`config.mk`:
```
export PLATFORM = sky130hd
export DESIGN_NAME = lsu_ctrl_flat
export DESIGN_NICKNAME = d
export VERILOG_FILES = /design/src/rtl/lsu_pkg.sv /design/src/rtl/lsu_ctrl_if.sv /design/src/rtl/lsu_lane.sv /design/src/rtl/lsu_ctrl.sv /design/src/flat_wrapper.sv
export SDC_FILE = /design/constraint.sdc
export NUM_CORES = 1
export LEC_CHECK = 0
export CELL_PAD_IN_SITES_DETAIL_PLACEMENT = 0
export CELL_PAD_IN_SITES_GLOBAL_PLACEMENT = 2
export CORE_UTILIZATION = 25
export DETAILED_ROUTE_END_ITERATION = 8
export MAX_ROUTING_LAYER = met4
export PLACE_DENSITY = 0.86
export SYNTH_ARGS = -nofsm -noshare
export SYNTH_HDL_FRONTEND = slang
export SYNTH_SLANG_ARGS = --single-unit
```
`constraint.sdc`:
```
create_clock -name clk -period 4.65 [get_ports clk]
set_clock_uncertainty 0.2 [all_clocks]
set_input_delay 0.93 -clock clk [delete_from_list [all_inputs] [get_ports clk]]
set_output_delay 0.93 -clock clk [all_outputs]
set_load 0.05 [all_outputs]
```
`src/rtl/lsu_pkg.sv`:
```
// Shared types and constants for the load/store sequencer.
// Size codes, FSM encoding and wait-counter width.
package lsu_pkg;

  localparam logic [1:0] SZ_WORD = 2'd0;
  localparam logic [1:0] SZ_HALF = 2'd1;
  localparam logic [1:0] SZ_BYTE = 2'd2;

  localparam int CNT_W = 8;

  typedef enum logic [1:0] {
    ST_IDLE = 2'd0,
    ST_REQ  = 2'd1,
    ST_DONE = 2'd2
  } state_e;

endpackage

```
`src/rtl/lsu_ctrl_if.sv`:
```
// Pipeline-side request/result and data-memory port bundle.
// slave = the sequencer, master = MEM stage plus memory model.
interface lsu_ctrl_if;
  logic        req;
  logic        we;
  logic [1:0]  size;
  logic        sign;
  logic [31:0] addr;
  logic [31:0] wdata;
  logic        stall;
  logic        done;
  logic [31:0] rdata;
  logic        bus_err;
  logic        adel;
  logic        ades;
  logic        mem_req;
  logic        mem_we;
  logic [3:0]  mem_be;
  logic [31:0] mem_addr;
  logic [31:0] mem_wdata;
  logic [31:0] mem_rdata;
  logic        mem_ack;

  modport slave (
    input  req, we, size, sign, addr, wdata,
    input  mem_rdata, mem_ack,
    output stall, done, rdata, bus_err,
    output adel, ades,
    output mem_req, mem_we, mem_be,
    output mem_addr, mem_wdata
  );

  modport master (
    output req, we, size, sign, addr, wdata,
    output mem_rdata, mem_ack,
    input  stall, done, rdata, bus_err,
    input  adel, ades,
    input  mem_req, mem_we, mem_be,
    input  mem_addr, mem_wdata
  );
endinterface

```
`src/rtl/lsu_lane.sv`:
```
// Byte-lane steering: enables, store replication, load extract.
// Size code 3 behaves as a word access.
module lsu_lane
  import lsu_pkg::*;
(
  input  logic [1:0]  size,
  input  logic        sign,
  input  logic [1:0]  addr_lo,
  input  logic [31:0] wdata,
  input  logic [31:0] mem_rdata,
  output logic [3:0]  be,
  output logic [31:0] wdata_rep,
  output logic [31:0] rdata_ext
);

  logic       is_byte;
  logic       is_half;
  logic [7:0] b_sel;
  logic [15:0] h_sel;

  assign is_byte = (size == SZ_BYTE);
  assign is_half = (size == SZ_HALF);

  // pick the addressed byte and halfword out of the read word
  always_comb begin
    b_sel = mem_rdata[7:0];
    unique case (addr_lo)
      2'd0: b_sel = mem_rdata[7:0];
      2'd1: b_sel = mem_rdata[15:8];
      2'd2: b_sel = mem_rdata[23:16];
      2'd3: b_sel = mem_rdata[31:24];
      default: b_sel = mem_rdata[7:0];
    endcase
    h_sel = addr_lo[1] ? mem_rdata[31:16]
                       : mem_rdata[15:0];
  end

  // size decode into enables, replicated data, extended result
  always_comb begin
    be        = 4'b1111;
    wdata_rep = wdata;
    rdata_ext = mem_rdata;
    unique case (1'b1)
      is_byte: begin
        be        = 4'b0001 << addr_lo;
        wdata_rep = {4{wdata[7:0]}};
        rdata_ext = {{24{sign & b_sel[7]}}, b_sel};
      end
      is_half: begin
        be        = addr_lo[1] ? 4'b1100 : 4'b0011;
        wdata_rep = {2{wdata[15:0]}};
        rdata_ext = {{16{sign & h_sel[15]}}, h_sel};
      end
      default: begin
        be        = 4'b1111;
        wdata_rep = wdata;
        rdata_ext = mem_rdata;
      end
    endcase
  end

endmodule

```
`src/rtl/lsu_ctrl.sv`:
```
// Load/store sequencer between MEM stage and data memory.
// Optional alignment trap build: define LSU_ALIGN_CHECK_EN.
module lsu_ctrl
  import lsu_pkg::*;
#(
  parameter int TIMEOUT = 16
) (
  input logic       clk,
  input logic       reset,
  lsu_ctrl_if.slave bus
);

  localparam logic [CNT_W-1:0] TMO_LAST =
    CNT_W'(TIMEOUT - 1);
  localparam logic [CNT_W-1:0] CNT_ONE =
    CNT_W'(1);

  state_e           state_q, state_d;
  logic [CNT_W-1:0] cnt_q, cnt_d;
  logic             we_q, we_d;
  logic [1:0]       size_q, size_d;
  logic             sign_q, sign_d;
  logic [1:0]       alo_q, alo_d;
  logic             mem_req_q, mem_req_d;
  logic             mem_we_q, mem_we_d;
  logic [3:0]       mem_be_q, mem_be_d;
  logic [31:0]      mem_addr_q, mem_addr_d;
  logic [31:0]      mem_wdata_q, mem_wdata_d;
  logic [31:0]      rdata_q, rdata_d;
  logic             bus_err_q, bus_err_d;
  logic             adel_q, adel_d;
  logic             ades_q, ades_d;
  logic             done_q, done_d;

  logic             idle;
  logic             accept;
  logic             mis;
  logic [1:0]       l_size;
  logic             l_sign;
  logic [1:0]       l_alo;
  logic [3:0]       l_be;
  logic [31:0]      l_wdata;
  logic [31:0]      l_rdata;

  assign idle   = (state_q == ST_IDLE);
  assign accept = idle & bus.req;

  // lane unit sees live request in IDLE, latched one after
  assign l_size = idle ? bus.size    : size_q;
  assign l_sign = idle ? bus.sign    : sign_q;
  assign l_alo  = idle ? bus.addr[1:0] : alo_q;

  lsu_lane u_lane (
    .size      (l_size),
    .sign      (l_sign),
    .addr_lo   (l_alo),
    .wdata     (bus.wdata),
    .mem_rdata (bus.mem_rdata),
    .be        (l_be),
    .wdata_rep (l_wdata),
    .rdata_ext (l_rdata)
  );

`ifdef LSU_ALIGN_CHECK_EN
  logic is_word;
  assign is_word = (bus.size == SZ_WORD) |
                   (bus.size == 2'd3);
  assign mis = ((bus.size == SZ_HALF) & bus.addr[0]) |
               (is_word & (|bus.addr[1:0]));
`else
  assign mis = 1'b0;
`endif

  // next-state, request latch, memory drive and result capture
  always_comb begin
    state_d     = state_q;
    cnt_d       = cnt_q;
    we_d        = we_q;
    size_d      = size_q;
    sign_d      = sign_q;
    alo_d       = alo_q;
    mem_req_d   = mem_req_q;
    mem_we_d    = mem_we_q;
    mem_be_d    = mem_be_q;
    mem_addr_d  = mem_addr_q;
    mem_wdata_d = mem_wdata_q;
    rdata_d     = rdata_q;
    bus_err_d   = bus_err_q;
    adel_d      = adel_q;
    ades_d      = ades_q;
    done_d      = 1'b0;
    unique case (state_q)
      ST_IDLE: begin
        if (bus.req) begin
          we_d      = bus.we;
          size_d    = bus.size;
          sign_d    = bus.sign;
          alo_d     = bus.addr[1:0];
          cnt_d     = '0;
          rdata_d   = '0;
          bus_err_d = 1'b0;
          adel_d    = 1'b0;
          ades_d    = 1'b0;
          if (mis) begin
            state_d = ST_DONE;
            done_d  = 1'b1;
            adel_d  = ~bus.we;
            ades_d  = bus.we;
          end else begin
            state_d     = ST_REQ;
            mem_req_d   = 1'b1;
            mem_we_d    = bus.we;
            mem_be_d    = l_be;
            mem_addr_d  = {bus.addr[31:2], 2'b00};
            mem_wdata_d = l_wdata;
          end
        end
      end
      ST_REQ: begin
        if (bus.mem_ack || cnt_q == TMO_LAST) begin
          state_d     = ST_DONE;
          done_d      = 1'b1;
          mem_req_d   = 1'b0;
          mem_we_d    = 1'b0;
          mem_be_d    = '0;
          mem_addr_d  = '0;
          mem_wdata_d = '0;
          if (bus.mem_ack) begin
            rdata_d = we_q ? 32'd0 : l_rdata;
          end else begin
            rdata_d   = '0;
            bus_err_d = 1'b1;
          end
        end else begin
          cnt_d = cnt_q + CNT_ONE;
        end
      end
      ST_DONE: begin
        state_d = ST_IDLE;
      end
      default: begin
        state_d = ST_IDLE;
      end
    endcase
  end

  // state and output registers, synchronous reset
  always_ff @(posedge clk) begin
    if (reset) begin
      state_q     <= ST_IDLE;
      cnt_q       <= '0;
      we_q        <= 1'b0;
      size_q      <= SZ_WORD;
      sign_q      <= 1'b0;
      alo_q       <= '0;
      mem_req_q   <= 1'b0;
      mem_we_q    <= 1'b0;
      mem_be_q    <= '0;
      mem_addr_q  <= '0;
      mem_wdata_q <= '0;
      rdata_q     <= '0;
      bus_err_q   <= 1'b0;
      adel_q      <= 1'b0;
      ades_q      <= 1'b0;
      done_q      <= 1'b0;
    end else begin
      state_q     <= state_d;
      cnt_q       <= cnt_d;
      we_q        <= we_d;
      size_q      <= size_d;
      sign_q      <= sign_d;
      alo_q       <= alo_d;
      mem_req_q   <= mem_req_d;
      mem_we_q    <= mem_we_d;
      mem_be_q    <= mem_be_d;
      mem_addr_q  <= mem_addr_d;
      mem_wdata_q <= mem_wdata_d;
      rdata_q     <= rdata_d;
      bus_err_q   <= bus_err_d;
      adel_q      <= adel_d;
      ades_q      <= ades_d;
      done_q      <= done_d;
    end
  end

  assign bus.stall     = accept | (state_q == ST_REQ);
  assign bus.done      = done_q;
  assign bus.rdata     = rdata_q;
  assign bus.bus_err   = bus_err_q;
  assign bus.adel      = adel_q;
  assign bus.ades      = ades_q;
  assign bus.mem_req   = mem_req_q;
  assign bus.mem_we    = mem_we_q;
  assign bus.mem_be    = mem_be_q;
  assign bus.mem_addr  = mem_addr_q;
  assign bus.mem_wdata = mem_wdata_q;

endmodule

```
`src/flat_wrapper.sv`:
```
// flat-port wrapper written by rule: the top's interface ports become plain ports
module lsu_ctrl_flat import lsu_pkg::*;
#(
  parameter int TIMEOUT = 16
)
  (clk, reset, bus_req, bus_we, bus_size, bus_sign, bus_addr, bus_wdata, bus_mem_rdata, bus_mem_ack, bus_stall, bus_done, bus_rdata, bus_bus_err, bus_adel, bus_ades, bus_mem_req, bus_mem_we, bus_mem_be, bus_mem_addr, bus_mem_wdata);
  lsu_ctrl_if bus_i ();
  input logic clk;
  input logic reset;
  input wire logic [$bits(bus_i.req)-1:0] bus_req;
  input wire logic [$bits(bus_i.we)-1:0] bus_we;
  input wire logic [$bits(bus_i.size)-1:0] bus_size;
  input wire logic [$bits(bus_i.sign)-1:0] bus_sign;
  input wire logic [$bits(bus_i.addr)-1:0] bus_addr;
  input wire logic [$bits(bus_i.wdata)-1:0] bus_wdata;
  input wire logic [$bits(bus_i.mem_rdata)-1:0] bus_mem_rdata;
  input wire logic [$bits(bus_i.mem_ack)-1:0] bus_mem_ack;
  output wire logic [$bits(bus_i.stall)-1:0] bus_stall;
  output wire logic [$bits(bus_i.done)-1:0] bus_done;
  output wire logic [$bits(bus_i.rdata)-1:0] bus_rdata;
  output wire logic [$bits(bus_i.bus_err)-1:0] bus_bus_err;
  output wire logic [$bits(bus_i.adel)-1:0] bus_adel;
  output wire logic [$bits(bus_i.ades)-1:0] bus_ades;
  output wire logic [$bits(bus_i.mem_req)-1:0] bus_mem_req;
  output wire logic [$bits(bus_i.mem_we)-1:0] bus_mem_we;
  output wire logic [$bits(bus_i.mem_be)-1:0] bus_mem_be;
  output wire logic [$bits(bus_i.mem_addr)-1:0] bus_mem_addr;
  output wire logic [$bits(bus_i.mem_wdata)-1:0] bus_mem_wdata;
  assign bus_i.req = bus_req;
  assign bus_i.we = bus_we;
  assign bus_i.size = bus_size;
  assign bus_i.sign = bus_sign;
  assign bus_i.addr = bus_addr;
  assign bus_i.wdata = bus_wdata;
  assign bus_i.mem_rdata = bus_mem_rdata;
  assign bus_i.mem_ack = bus_mem_ack;
  assign bus_stall = bus_i.stall;
  assign bus_done = bus_i.done;
  assign bus_rdata = bus_i.rdata;
  assign bus_bus_err = bus_i.bus_err;
  assign bus_adel = bus_i.adel;
  assign bus_ades = bus_i.ades;
  assign bus_mem_req = bus_i.mem_req;
  assign bus_mem_we = bus_i.mem_we;
  assign bus_mem_be = bus_i.mem_be;
  assign bus_mem_addr = bus_i.mem_addr;
  assign bus_mem_wdata = bus_i.mem_wdata;
  lsu_ctrl #(.TIMEOUT(TIMEOUT)) u_core (.clk(clk), .reset(reset), .bus(bus_i));
endmodule
```
==> impl_metrics.py, run 1 <==
metrics = {
    "yosys": {
        "synth_edf_count": 0,
        "ys_ff_latch": 118,
        "synth_area_sq_um": 5020,
        "syn_area_per_cell_sq_um": 8.46,
        "synth_seq_area_share_pct": 47.1,
        "netlist.area_leader.share_pct": 47.1,
        "synth_top_area_cell": "dfxtp_1",
        "synth_cell_types": 51,
        "yosysWarningCount": 0,
        "async_flop_share_pct": 0,
        "synth_compound_area_share_pct": 25.3,
        "synthAdderAreaFrac_pct": 0.748,
        "yosys-top-cells-area": "dfxtp_1 47%, nor2_1 6.4%, nand2_1 6.4%",
        "synth_top_flop_cell": "dfxtp_1",
        "synth_top_family_by_area": "compound AO/OA/AOI/OAI gates",
        "syn_inst": 593,
        "synth_mux_area_share_pct": 2.52,
        "synth_xor_area_share_pct": 0.873,
        "yosys.area_share.simple_pct": 18.2,
    },
    "clock_tree": {
        "post-cts-setup-buffers": 0,
        "htree_levels": 4,
        "root_buffer": "clkbuf_16",
        "hold_buffers": 0,
        "cts_resized": 0,
        "clockBufferDepth": 2,
        "clk_pin_slew_ps": 60,
        "tritoncts": "done",
        "insertion_delay_ps": 410,
        "cts_inserted_buffers": 17,
        "clock_sinks": 118,
    },
    "power_and_ir_drop": {
        "p_per_area_nw_per_um2": 417,
        "irDropWorstVdd_uv": 232,
        "total_leakage_power_nw": 2.87,
        "p_total_mw": 3.29,
    },
    "global_routing": {
        "grt_pass1_vias": 4916,
        "antenna_found_initial": 1,
        "overflow": 0,
        "track_usage_pct": 17.7,
        "grt_pass1_wl_um": 26900,
        "grt_max_degree": 51,
    },
    "finish": {
        "nets": 886,
        "layout_commonest_cell": "clkdlybuf4s50_1",
        "post_route_cells_drive_above_1_share_pct": 7.46,
        "mostFrequentLayoutCells": "205 x clkdlybuf4s50_1, 118 x dfxtp_1, 86 x nor2_1",
        "area_delta_synth_final_pct": 57.5,
        "fillers": 2027,
    },
    "sta": {
        "setup_viol": 0,
        "max_freq_mhz": 268,
        "tightest_slew_ps": 1110,
        "drv_slew": 0,
        "finalHoldViolations": 0,
        "finalSetupTns_ps": 0,
        "period_needed_ps": 3730,
        "slew_headroom_pct": 25.5,
        "period_share_pct": 80.2,
        "rsz0062_at_grt": "no",
    },
    "outcome": {
        "outcome": "finished, final reports clean",
    },
    "drt": {
        "drc": 0,
        "vias": 4971,
        "totalWireLength_um": 17600,
        "routedWlPerCell_um": 16.7,
        "via_per_inst": 4.70,
        "postRouteAntennaNets": 0,
        "firstDrtPassIters": 4,
        "drt_iter0_drc": 274,
    },
    "floorplan": {
        "core_area_sq_um": 19600,
        "chipWidth_um": 144,
        "initial_utilization_pct": 25.6,
        "dieArea_sq_um": 20600,
        "die_h_um": 144,
        "io_pins": 211,
        "row_count": 51,
    },
    "setup_path": {
        "crit_start": "bus_req",
        "worstPathRequired_ps": 3520,
        "crit_path_start_kind": "input port",
        "critPathMaxFanout": 4,
        "cp_slowest_cell": "clkdlybuf4s50_1",
        "critical_path_class": "in -> out",
        "critPathCaptureType": "output port",
        "path_cells": "clkdlybuf4s50_1, nor2_1, nor2_1, clkdlybuf4s50_1",
        "reg2reg_from": "u_core.state_q[1]",
        "worst_path_largest_cell_delay_ps": 870,
        "arrival_ps": 2600,
    },
    "place": {
        "io_buffers": 206,
        "dp_hpwl_um": 12500,
        "finalWeightedCongestion": 0.750,
    },
    "worst_hold_path": {
        "hp-start": "u_core.bus.rdata[25]",
        "min_path_type": "reg -> reg",
    },
    "job": {
        "drv_cap": 0,
    },
}
==> through the flow <==
step | worst slack [ps] | hold WS (ps) | utilization (%) | std cells | cell area (sq um)
after floorplan | 1660 | 232 | - | 596 | 5030
after global placement | 776 | 236 | 37.1 | 1025 | 7260
after detailed placement | 718 | 241 | 37.1 | 1025 | 7260
after CTS | 904 | 249 | 40.3 | 1056 | 7900
after global routing | 829 | 270 | 40.3 | 1057 | 7900
final | 920 | 247 | 40.3 | 1058 | 7900
==> critical path: cells and delay by family <==
family | cells | cell delay (ps)
AND/OR/NAND/NOR | 2 | 310
buffers and inverters | 2 | 1360
==> area by class of cell <==
type / count / area, sq um / area share, %
Multi-Input combinational cell: 419 / 2400 / 30.4
Sequential cell: 118 / 2360 / 29.9
Timing Repair Buffer: 214 / 2130 / 26.9
Clock buffer: 22 / 464 / 5.87
Tap cell: 265 / 332 / 4.20
Clock inverter: 9 / 174 / 2.20
Inverter: 9 / 33.8 / 0.427
Antenna cell: 2 / 5.00 / 0.0633
==> cells in the mapped netlist, types with 2 or more instances <==
cell type,n
nand2b_1,4
a21oi_1,37
buf_4,4
a221oi_1,22
o21a_1,3
buf_2,16
nor3_1,4
nand3_1,10
nand4_1,2
ha_1,3
nand2_1,85
xnor2_1,5
o21ai_1,3
a22oi_1,42
a21o_1,2
a211oi_2,2
a221o_1,7
clkbuf_1,29
a22o_1,7
mux2_4,7
inv_1,9
o21ai_0,55
dfxtp_1,118
nor2_1,86
nor3b_1,5
==> state kept, by name, summed over array words and instances, names as in the netlist <==
register              flops
u_core.bus.mem_be         4
u_core.size_q             2
u_core.bus.mem_req        1
u_core.bus.bus_err        1
u_core.bus.mem_we         1
u_core.sign_q             1
u_core.state_q            2
u_core.alo_q              2
u_core.we_q               1
u_core.bus.mem_wdata     32
u_core.cnt_q              8
u_core.bus.done           1
u_core.bus.rdata         32
u_core.bus.mem_addr      30
==> kinds of logic after synthesis <==
| family | count (synthesis) |
|---|---|
| multiplexers | 9 |
| buffers and inverters | 59 |
| AO/OA/AOI/OAI | 190 |
| adder cells (fa/ha/maj) | 3 |
| AND/OR/NAND/NOR | 208 |
| other | 1 |
| flip-flops | 118 |
| XOR/XNOR | 5 |
==> power breakdown <==
| part | leakage, nW | total, mW | internal [mW] | switching, mW |
|---|---|---|---|---|
| sequential | 0.963 | 1.11 | 1.07 | 0.0352 |
| clock | 0.314 | 1.44 | 0.975 | 0.468 |
| combinational | 1.59 | 0.745 | 0.276 | 0.469 |
| total | 2.87 | 3.29 | 2.32 | 0.972 |
==> worst paths after layout <==
check                         endpoint  slack (ps)  cells past startpoint
hold reg to reg   u_core.bus.rdata[25]         250                      2
setup / recovery             bus_stall         920                      4
setup reg to reg  u_core.bus.rdata[17]        1260                      7
hold / removal    u_core.bus.rdata[25]         250                      2
==> metal layers <==
metal | track usage [%] | routed length [um]
met5 | - | 0
met4 | 5.82 | 155
met3 | 5.10 | 1270
met2 | 26.5 | 7780
met1 | 22.6 | 8420
No activity file was read; power rests on OpenSTA's default activity.
==> inputs of run 2 (changes only) <==
- CORE_UTILIZATION: 25 -> 24
- PLACE_DENSITY: 0.86 -> 0.83
- clock period: 4.65 -> 3.5 ns (I/O delays scaled with it)
==> impl_metrics.py, run 2 (synthesis results as in run 1) <==
metrics = {
    "sta": {
        "period_needed_ps": 2710,
        "period_share_pct": 77.5,
        "finalSetupTns_ps": 0,
        "tightest_slew_ps": 971,
        "slew_headroom_pct": 35.3,
        "whs_ps": 246,
        "setup_viol": 0,
        "drv_slew": 0,
        "finalHoldViolations": 0,
        "max_freq_mhz": 369,
        "rsz0062_at_grt": "no",
    },
    "setup_path": {
        "cp_slowest_cell": "clkdlybuf4s50_1",
        "critical_path_class": "in -> out",
        "path_cells": "clkdlybuf4s50_1, nor2_1, nor2_1, buf_12",
        "worstPathRequired_ps": 2600,
        "critPathMaxFanout": 4,
        "critPathCaptureType": "output port",
        "crit_top_cell": "nor2_1",
        "arrival_ps": 1810,
        "worst_path_largest_cell_delay_ps": 500,
        "crit_path_start_kind": "input port",
    },
    "floorplan": {
        "chipWidth_um": 147,
        "core_area_sq_um": 20400,
        "row_count": 52,
        "dieArea_sq_um": 21500,
        "die_h_um": 147,
        "initial_utilization_pct": 24.6,
        "io_pins": 211,
    },
    "global_routing": {
        "track_usage_pct": 17.3,
        "use_met1_pct": 21.8,
        "grt_use_met2_pct": 25.0,
        "busiest_layer": "met2",
        "grt_use_met3_pct": 6.50,
        "grt_max_degree": 86,
        "antenna_found_initial": 1,
        "overflow": 0,
        "grt_pass1_wl_um": 27900,
        "grt_pass1_vias": 5031,
    },
    "place": {
        "finalWeightedCongestion": 0.795,
        "dp_hpwl_um": 12600,
        "dp_cells": 1039,
        "io_buffers": 206,
    },
    "clock_tree": {
        "clock_sinks": 118,
        "clk_pin_slew_ps": 50,
        "tritoncts": "done",
        "htree_levels": 4,
        "cts_inserted_buffers": 17,
        "cts_resized": 0,
        "hold_buffers": 0,
        "root_buffer": "clkbuf_16",
        "insertion_delay_ps": 410,
        "clockBufferDepth": 2,
        "post-cts-setup-buffers": 0,
    },
    "drt": {
        "postRouteAntennaNets": 0,
        "drc": 0,
        "firstDrtPassIters": 5,
        "drt_iter0_drc": 248,
        "via_per_inst": 4.71,
        "vias": 5047,
        "routedWlPerCell_um": 16.6,
        "totalWireLength_um": 17800,
    },
    "worst_hold_path": {
        "min_path_type": "reg -> reg",
    },
    "finish": {
        "mostFrequentLayoutCells": "204 x clkdlybuf4s50_1, 118 x dfxtp_1, 86 x nor2_1",
        "final-instance-count-excl-fill": 1071,
        "nets": 895,
        "post_route_cells_drive_above_1_share_pct": 8.88,
        "fillers": 2086,
        "area_delta_synth_final_pct": 59.7,
        "layout_commonest_cell": "clkdlybuf4s50_1",
    },
    "power_and_ir_drop": {
        "power_frac_seq_pct": 33.8,
        "combPwrFrac_pct": 23.7,
        "total_leakage_power_nw": 2.93,
        "irDropWorstVdd_uv": 317,
        "swShare_pct": 29.9,
        "power.net_switching_mw": 1.30,
        "clock_power_share_pct": 42.6,
        "p_per_area_nw_per_um2": 542,
        "p_int_mw": 3.04,
    },
    "job": {
        "drv_cap": 0,
    },
    "outcome": {
        "outcome": "finished, final reports clean",
    },
}
run 2: through the flow:
stage | power (mW) | util (%) | setup WS, ps | instance area [sq um]
global route | 4.53 | 39.3 | 571 | 8010
global placement | 2.53 | 36.2 | 416 | 7380
detailed placement | 2.52 | 36.2 | 388 | 7380
CTS | 4.39 | 39.3 | 762 | 8010
floorplan | 2.11 | - | 656 | 5030
finish | 4.34 | 39.3 | 789 | 8010
run 2: metal layers:
layer	wire, um	up-vias	share of wire [%]
met1	8290	2341	47
met2	7600	199	43
met5	0	-	0
li1	-	2489	-
met3	1570	18	8.8
met4	321	0	1.8
run 2: worst paths after layout:
kind                        from             endpoint  slack, ps  cells past startpoint
max reg2reg    u_core.state_q[1]  u_core.bus.rdata[2]        790                      8
max                      bus_req            bus_stall        790                      4
min reg2reg  u_core.bus.rdata[7]  u_core.bus.rdata[7]        250                      2
min          u_core.bus.rdata[7]  u_core.bus.rdata[7]        250                      2
run 2: critical path: cells and delay by family:
kind / cells / cell delay (ps)
buffers and inverters: 2 / 700
and+or+nand+nor: 2 / 400
run 2: power groups by stage:
stage	sequential [mW]	combinational [mW]	clock (mW)
after floorplan	1.74	0.375	0
after global placement	1.49	1.03	0
after detailed placement	1.49	1.03	0
after CTS	1.47	1.03	1.89
after global routing	1.47	1.10	1.95
final	1.47	1.03	1.85
run 2: cell type report:
type / count / area [sq um] / area share [%]
antenna: 1 / 2.50 / 0.0312
clock inverter: 7 / 116 / 1.45
multi-input combinational: 419 / 2400 / 30.0
timing repair buffer: 223 / 2240 / 28.0
inverter: 9 / 33.8 / 0.422
sequential: 118 / 2360 / 29.5
clock buffer: 24 / 512 / 6.39
tap: 270 / 338 / 4.22
==> inputs of run 3 (changes only) <==
- CORE_UTILIZATION: 24 -> 21
- PLACE_DENSITY: 0.83 -> 0.77
- clock period: 3.5 -> 2.3 ns (I/O delays scaled with it)
==> impl_metrics.py, run 3 (synthesis results as in run 1) <==
metrics = {
    "outcome": {
        "outcome": "finished, final reports clean",
    },
    "sta": {
        "setup_viol": 0,
        "finalHoldViolations": 0,
        "tightest_slew_ps": 567,
        "period_share_pct": 99.2,
        "max_freq_mhz": 438,
        "period_needed_ps": 2280,
        "slew_headroom_pct": 62.1,
        "rsz0062_at_grt": "yes",
        "drv_slew": 0,
    },
    "floorplan": {
        "io_pins": 211,
        "die_h_um": 157,
        "initial_utilization_pct": 21.4,
        "dieArea_sq_um": 24500,
        "chipWidth_um": 157,
        "row_count": 56,
        "core_area_sq_um": 23500,
    },
    "clock_tree": {
        "clockBufferDepth": 2,
        "cts_inserted_buffers": 17,
        "root_buffer": "clkbuf_16",
        "tritoncts": "done",
        "clk_pin_slew_ps": 60,
        "htree_levels": 4,
        "clock_sinks": 118,
        "insertion_delay_ps": 420,
        "hold_buffers": 0,
    },
    "power_and_ir_drop": {
        "p_total_mw": 6.99,
        "swShare_pct": 29.8,
        "power.net_switching_mw": 2.08,
        "power_frac_seq_pct": 32.0,
        "combPwrFrac_pct": 25.5,
        "p_int_mw": 4.90,
        "irDropWorstVdd_uv": 408,
        "p_per_area_nw_per_um2": 804,
        "clock_power_share_pct": 42.5,
        "total_leakage_power_nw": 3.46,
    },
    "setup_path": {
        "crit_start": "u_core.state_q[1]",
        "reg2reg_from": "u_core.state_q[1]",
        "r2r_end": "u_core.bus.rdata[3]",
        "critical_path_class": "reg -> reg",
        "crit_path_start_kind": "register",
        "reg2reg_slack_ps": 20,
        "endpoint": "u_core.bus.rdata[3]",
        "worstPathRequired_ps": 2400,
        "arrival_ps": 2380,
        "critPathCaptureType": "register",
        "reg2regPathDepth": 8,
        "critPathMaxFanout": 7,
    },
    "drt": {
        "routedWlPerCell_um": 16.2,
        "drc": 0,
        "via_per_inst": 4.42,
        "postRouteAntennaNets": 0,
        "vias": 5162,
        "firstDrtPassIters": 4,
        "drt_iter0_drc": 172,
        "totalWireLength_um": 18900,
    },
    "place": {
        "placement.cell_area_sq_um": 7880,
        "io_buffers": 206,
        "finalWeightedCongestion": 0.807,
        "dp_hpwl_um": 13800,
    },
    "global_routing": {
        "grt_max_degree": 45,
        "grt_pass1_vias": 5131,
        "overflow": 0,
        "use_met1_pct": 20.2,
        "track_usage_pct": 15.9,
        "busiest_layer": "met2",
        "grt_use_met2_pct": 23.7,
        "grt_use_met3_pct": 5.15,
        "antenna_found_initial": 0,
        "grt_pass1_wl_um": 28600,
    },
    "finish": {
        "layout_commonest_cell": "clkdlybuf4s50_1",
        "diodes": 0,
        "postLayoutCellArea_sq_um": 8690,
        "area_delta_synth_final_pct": 73.2,
        "nets": 942,
        "mostFrequentLayoutCells": "184 x clkdlybuf4s50_1, 116 x dfxtp_1, 84 x nor2_1, 84 x nand2_1, 53 x buf_4",
        "post_route_cells_drive_above_1_share_pct": 16.6,
    },
    "job": {
        "drv_cap": 0,
    },
    "worst_hold_path": {
        "min_path_type": "in -> reg",
        "hp-start": "reset",
    },
}
==> run 3: changes by cell type in the layout (fill, tap and decap cells not counted), sizes merged, moves of 2 or more <==
cell           before  now
bufinv              3    5
clkbuf             24   20
clkinvlp            1    4
clkdlybuf4s50     204  184
dlymetal6s2s        0   13
buf                19   70
dlygate4sd2         0    3
==> run 3: power by group through the flow <==
stage | logic (mW) | clock network (mW) | registers, mW
global placement | 1.76 | 0 | 2.27
detailed placement | 1.75 | 0 | 2.27
global route | 1.91 | 3.14 | 2.25
floorplan | 0.613 | 0 | 2.64
finish | 1.78 | 2.97 | 2.23
CTS | 1.76 | 3.04 | 2.23
==> run 3: through the flow <==
step	TNS (ps)	setup slack [ps]	instances	hold WS, ps	utilization (%)
6_report	0	18.2	1167	106	37.0
5_1_grt	-817	-46.4	1167	101	37.0
4_1_cts	0	2.61	1161	83.5	36.4
3_5_place_dp	-22110	-456	1129	242	33.6
3_3_place_gp	-21380	-409	1129	235	33.6
2_1_floorplan	-818	-87.1	596	232	-
==> run 3: critical path, stage by stage (launching register included) <==
cell     delay [ps]
dfxtp_2         330
nor2_4          150
mux2_4          340
ha_4            350
buf_4           140
nor4b_4          40
buf_4           170
a22o_1          190
a221o_1         250
==> run 3: layout make-up <==
| cell class | count | area (sq um) |
|---|---|---|
| Tap cell | 319 | 399 |
| Timing Repair Buffer | 270 | 2720 |
| Fill cell | 2391 | 14800 |
| Multi-Input combinational cell | 419 | 2510 |
| Clock inverter | 12 | 199 |
| Clock buffer | 20 | 457 |
| Inverter | 9 | 36.3 |
| Sequential cell | 118 | 2360 |
==> run 3: per-layer routing <==
metal	part of all wire, %	wire length [um]	vias to the layer above
met2	43	8190	190
met3	7.6	1430	16
met1	48	9020	2375
li1	-	-	2581
met4	1.1	216	0
met5	0	0	-
==> run 3: timing repair <==
item,4_1_cts,5_1_grt
endpoints found under the setup margin,10,57
gates resized for setup,5,45
setup buffers,0,5
cloned,0,1
pin swaps,0,11
==> run 3: how the worst min path moves through the flow <==
stage                               endpoint  cells past startpoint
floorplan                        u_core.we_q                      2
global placement        u_core.bus.rdata[18]                      2
detailed placement      u_core.bus.rdata[25]                      2
CTS                         u_core.size_q[1]                      2
global route                u_core.size_q[1]                      2
finish              u_core.bus.mem_wdata[16]                      2
